`src/rtl/lif_step_scheduler.sv`:
```
// lif_step_scheduler
//   Time-multiplexed controller for N_NEURONS leaky integrate-and-fire
//   neurons sharing one update datapath. A step request walks every neuron
//   once (one neuron per cycle): leak, integrate programmed current with
//   saturation, threshold/fire, then publish the spike vector with a
//   one-cycle done pulse.
//
// Ports
//   clk, rst_n      clock (rising edge), asynchronous active-low reset
//   step_in         request one timestep (accepted in IDLE or DONE)
//   wr_en/wr_addr/wr_data   write input-current register cur[wr_addr]
//   threshold       firing threshold, latched at step acceptance
//   leak_shift      leak shift, latched at step acceptance
//   mem_sel/mem_out combinational membrane readout
//   busy            high while neurons are being updated
//   done            one-cycle pulse when a step completes
//   spikes          spike vector of the last completed step
//   step_count      completed-step counter (wraps)
module lif_step_scheduler #(
    parameter int unsigned N_NEURONS = 4,
    parameter int unsigned WIDTH     = 8,
    localparam int unsigned AW       = $clog2(N_NEURONS)
) (
    input  logic                 clk,
    input  logic                 rst_n,
    input  logic                 step_in,
    input  logic                 wr_en,
    input  logic [AW-1:0]        wr_addr,
    input  logic [WIDTH-1:0]     wr_data,
    input  logic [WIDTH-1:0]     threshold,
    input  logic [2:0]           leak_shift,
    input  logic [AW-1:0]        mem_sel,
    output logic [WIDTH-1:0]     mem_out,
    output logic                 busy,
    output logic                 done,
    output logic [N_NEURONS-1:0] spikes,
    output logic [7:0]           step_count
);

    typedef enum logic [1:0] {
        S_IDLE,
        S_UPDATE,
        S_DONE
    } state_t;

    state_t state_q, state_d;

    logic [WIDTH-1:0]     mem_q [N_NEURONS];
    logic [WIDTH-1:0]     mem_d [N_NEURONS];
    logic [WIDTH-1:0]     cur_q [N_NEURONS];
    logic [WIDTH-1:0]     cur_d [N_NEURONS];
    logic [AW-1:0]        idx_q, idx_d;
    logic [WIDTH-1:0]     thr_q, thr_d;
    logic [2:0]           sh_q, sh_d;
    logic [N_NEURONS-1:0] acc_q, acc_d;
    logic [N_NEURONS-1:0] spikes_q, spikes_d;
    logic [7:0]           cnt_q, cnt_d;

    logic                 accept;
    logic                 last;

    // Shared neuron datapath
    logic [WIDTH-1:0]     cur_mem;
    logic [WIDTH-1:0]     decayed;
    logic [WIDTH:0]       sum;
    logic [WIDTH-1:0]     sat_sum;
    logic                 fire;

    assign last = (idx_q == AW'(N_NEURONS - 1));

    // ------------------------------------------------------------------
    // FSM: state register
    // ------------------------------------------------------------------
    always_ff @(posedge clk or negedge rst_n) begin
        if (!rst_n) begin
            state_q <= S_IDLE;
        end else begin
            state_q <= state_d;
        end
    end

    // ------------------------------------------------------------------
    // FSM: next-state logic
    // ------------------------------------------------------------------
    always_comb begin
        state_d = state_q;
        unique case (state_q)
            S_IDLE:   if (step_in) state_d = S_UPDATE;
            S_UPDATE: if (last)    state_d = S_DONE;
            S_DONE:   state_d = step_in ? S_UPDATE : S_IDLE;
            default:  state_d = S_IDLE;
        endcase
    end

    // ------------------------------------------------------------------
    // FSM: outputs
    // ------------------------------------------------------------------
    always_comb begin
        busy   = (state_q == S_UPDATE);
        done   = (state_q == S_DONE);
        // step_in during UPDATE is dropped, not queued
        accept = step_in && (state_q != S_UPDATE);
    end

    // ------------------------------------------------------------------
    // Neuron update for the neuron at idx_q
    // ------------------------------------------------------------------
    always_comb begin
        cur_mem = mem_q[idx_q];
        // With sh_q == 0 the shift is a no-op, so decayed collapses to 0.
        decayed = cur_mem - (cur_mem >> sh_q);
        sum     = {1'b0, decayed} + {1'b0, cur_q[idx_q]};
        sat_sum = sum[WIDTH] ? '1 : sum[WIDTH-1:0];
        fire    = (sat_sum >= thr_q);
    end

    // ------------------------------------------------------------------
    // Datapath next-state
    // ------------------------------------------------------------------
    always_comb begin
        mem_d    = mem_q;
        cur_d    = cur_q;
        idx_d    = idx_q;
        thr_d    = thr_q;
        sh_d     = sh_q;
        acc_d    = acc_q;
        spikes_d = spikes_q;
        cnt_d    = cnt_q;

        // The update reads cur_q, so a write landing on the neuron being
        // updated at the same edge only takes effect next step.
        if (wr_en) begin
            cur_d[wr_addr] = wr_data;
        end

        if (accept) begin
            idx_d = '0;
            thr_d = threshold;
            sh_d  = leak_shift;
            acc_d = '0;
        end else if (state_q == S_UPDATE) begin
            mem_d[idx_q] = fire ? '0 : sat_sum;
            acc_d[idx_q] = fire;
            if (last) begin
                // Publish including the bit computed this cycle.
                spikes_d = acc_d;
                cnt_d    = cnt_q + 8'd1;
            end else begin
                idx_d = idx_q + AW'(1);
            end
        end
    end

    always_ff @(posedge clk or negedge rst_n) begin
        if (!rst_n) begin
            mem_q    <= '{default: '0};
            cur_q    <= '{default: '0};
            idx_q    <= '0;
            thr_q    <= '0;
            sh_q     <= '0;
            acc_q    <= '0;
            spikes_q <= '0;
            cnt_q    <= '0;
        end else begin
            mem_q    <= mem_d;
            cur_q    <= cur_d;
            idx_q    <= idx_d;
            thr_q    <= thr_d;
            sh_q     <= sh_d;
            acc_q    <= acc_d;
            spikes_q <= spikes_d;
            cnt_q    <= cnt_d;
        end
    end

    assign mem_out    = mem_q[mem_sel];
    assign spikes     = spikes_q;
    assign step_count = cnt_q;

endmodule

```
`config.mk`:
```
export PLATFORM = sky130hd
export DESIGN_NAME = lif_step_scheduler
export DESIGN_NICKNAME = d
export VERILOG_FILES = /design/src/rtl/lif_step_scheduler.sv
export SDC_FILE = /design/constraint.sdc
export NUM_CORES = 1
export LEC_CHECK = 0
export CAP_MARGIN = 25
export CORE_ASPECT_RATIO = 0.8
export CORE_MARGIN = 10
export CORE_UTILIZATION = 63
export DETAILED_ROUTE_END_ITERATION = 8
export PLACE_DENSITY = 0.86
export SYNTH_ARGS = -nofsm -noshare
export SYNTH_HDL_FRONTEND = slang
export SYNTH_SLANG_ARGS = --single-unit
```
`constraint.sdc`:
```
create_clock -name clk -period 10.4 [get_ports clk]
set_clock_uncertainty 0.1 [all_clocks]
set_input_delay 1.56 -clock clk [delete_from_list [all_inputs] [get_ports clk]]
set_output_delay 1.56 -clock clk [all_outputs]
set_load 0.05 [all_outputs]
```
==> impl_metrics.py <==
metrics = {
    "status": {
        "status": "finished, final reports clean",
    },
    "floorplan": {
        "die_h_um": 103.1,
        "rows": 30,
        "io-pin-count": 49,
        "dieArea_mm2": 0.01277,
        "initial_utilization": 0.6436,
        "dieWidth_um": 123.8,
        "coreArea_mm2": 0.008446,
    },
    "yosys": {
        "synth_top_cell_area_share": 0.4328,
        "synthTopCellsByCount": "94 x dfrtp_1, 50 x nand2_1, 49 x o21ai_0",
        "syn-num-nets": 536,
        "ys_async_sr_fraction": 1.000,
        "ys_ff_latch": 94,
        "yosysWarnings": 0,
        "synth_edf_count": 0,
        "synth-main-ff-cell": "dfrtp_1",
        "synth_area_mm2": 0.005435,
        "synth_area_per_cell_um2": 11.35,
        "synthTopCellsByArea": "dfrtp_1 43%, mux4_2 9.9%, mux2_2 9.7%",
        "yosysMostFrequentCell": "dfrtp_1",
        "ys_types": 60,
        "syn_inst": 479,
        "synth_largest_area_cell": "dfrtp_1",
        "ys_seq_area_frac": 0.4328,
    },
    "cts": {
        "htreeDepth": 3,
        "cts_tree": "built",
        "post_cts_resized": 0,
        "clock_sinks": 94,
        "clk_pin_slew_ns": 0.09,
        "cts_buffers": 9,
        "post-cts-setup-buffers": 0,
        "cts.path.max_buffers": 2,
        "holdBufCountCts": 0,
        "worstSkewPairLatency_ns": 0.36,
        "root_buffer": "clkbuf_8",
    },
    "finish": {
        "fillers": 568,
        "multi_input_area_mm2": 0.002867,
        "antenna_cells": 0,
        "post-route-cell-area_mm2": 0.006167,
        "area_growth_pct": 13.47,
        "regArea_mm2": 0.002352,
        "drive_gt1_frac": 0.1966,
        "nNetsFinal": 577,
    },
    "critical_path": {
        "critPathLaunchType": "flop",
        "r2r_setup_slack_ns": 3.28,
        "worstPathArrival_ns": 7.29,
        "path_class": "reg -> reg",
        "r2r_cells": 23,
        "cp_max_fo": 18,
        "crit_start": "idx_q[0]",
        "cp-end-kind": "flop",
        "worstReg2RegEnd": "mem_q[8]",
        "worstPathRequired_ns": 10.57,
        "r2r_start": "idx_q[0]",
    },
    "detailed_routing": {
        "firstDrtPassIters": 5,
        "vias": 3978,
        "initialDrtViolationCount": 316,
        "top_layer": "met4",
        "wl_met2_um": 6267,
        "wl_met3_um": 1020,
        "drc": 0,
        "routed_wl_um": 12690,
        "wl_met1_um": 5197,
        "ant_nets": 0,
        "drt-vias-per-instance": 6.255,
        "wire_per_inst_um": 19.95,
    },
    "flow_run": {
        "cap_violations": 0,
    },
    "place": {
        "port_buffers": 48,
        "dpl.hpwl_um": 9249,
        "place_congestion": 0.9152,
        "place_area_mm2": 0.005957,
    },
    "global_routing": {
        "grt_overflow": 0,
        "grt_util_all_layers": 0.2074,
        "grt_pass1_wl_um": 20530,
        "grt_pass1_vias": 4068,
        "grt_antenna_before_repair": 0,
        "grt_max_degree": 61,
    },
    "sta": {
        "fmax_ghz": 0.1404,
        "finalHoldViolations": 0,
        "setup_violations": 0,
        "rsz0062_at_grt": "false",
        "worst_pin_slew_ns": 0.9081,
        "period_needed_ns": 7.122,
        "relSlewSlack": 0.3946,
        "finalCritPeriodShare": 0.6848,
        "tns_ns": 0,
        "final_max_slew_viol_count": 0,
    },
    "worst_hold_path": {
        "worstHoldPathType": "reg -> reg",
        "whs_path_depth": 1,
        "min_to": "step_count[7]",
        "hold_start": "step_count[7]",
    },
}
==> state kept, by name, summed over array words and instances, names as in the netlist <==
signal and count:
cur_q 32, sh_q 3, state_q 2, mem_q 32, acc_q 3, idx_q 2, spikes 4, step_count 8
thr_q 8
==> cell usage in the layout, fill, tap and decap left out, types with 4 or more instances in the layout <==
cell             count
a21o_1               6
a21oi_1             16
clkbuf_8             9
clkdlybuf4s50_1     47
dfrtp_1             94
ha_1                28
inv_1               27
mux2_2              47
mux2i_1             10
mux4_2              24
nand2_1             50
nand2b_1             4
nand3_1             12
nor2_1              16
nor2b_1              4
o21a_1               5
o21ai_0             49
xnor2_1             12
==> per-layer routing <==
metal  vias up  GRT usage
met5         -          0
met4         0    0.06613
met3        18    0.07006
met2       168     0.3335
met1      1978     0.2589
li1       1814          -
==> cell families after synthesis <==
kind of cell | count (synthesis) | share of synthesized area
flops | 94 | 0.4328
simple gates | 109 | 0.09439
compound gates | 100 | 0.1165
buf+inv | 48 | 0.03982
fa+ha+maj | 30 | 0.07182
mux | 83 | 0.2205
xor+xnor | 15 | 0.02417
==> worst max path at each step <==
stage / cells past startpoint / to
floorplan: 23 / mem_q[1]
global placement: 23 / mem_q[11]
detailed placement: 23 / mem_q[27]
CTS: 23 / mem_q[8]
global route: 23 / mem_q[11]
finish: 23 / mem_q[8]
==> worst max-delay path, stage by stage (launching register included) <==
cell and delay (ns):
dfrtp_1 0.63, buf_4 0.36, mux4_2 0.61, mux2i_2 0.24, o32ai_1 0.11, a211oi_1 0.34
ha_1 0.31, nor2b_1 0.13, o21ai_0 0.21, a21oi_1 0.13, o41ai_1 0.33, xnor2_1 0.12
ha_1 0.39, a21oi_1 0.15, o21a_1 0.16, nand2_1 0.21, a2111oi_4 0.57, inv_1 0.09
ha_1 0.33, a41o_1 0.22, a21oi_1 0.11, o31a_1 0.56, o21ai_0 0.35, o21ai_0 0.26
==> stage by stage <==
step | utilization | instances | setup WS, ns | hold slack [ns]
finish | 0.7302 | 636 | 3.278 | 0.3807
global route | 0.7302 | 636 | 2.659 | 0.4176
CTS | 0.7302 | 636 | 3.341 | 0.3894
detailed placement | 0.7053 | 621 | 3.398 | 0.3729
global placement | 0.7053 | 621 | 3.684 | 0.3583
floorplan | - | 479 | 4.920 | 0.3566
==> area by class of cell <==
type                       count  area share
tap                          112     0.02272
inverter                      28     0.01704
clock buffer                  10     0.02069
timing repair buffer          50     0.07994
clock inverter                 5     0.01339
multi-input combinational    337      0.4648
sequential                    94      0.3814
Power is not shown: default switching activity piles up to over one toggle a cycle in this logic, so the estimate is an artifact.
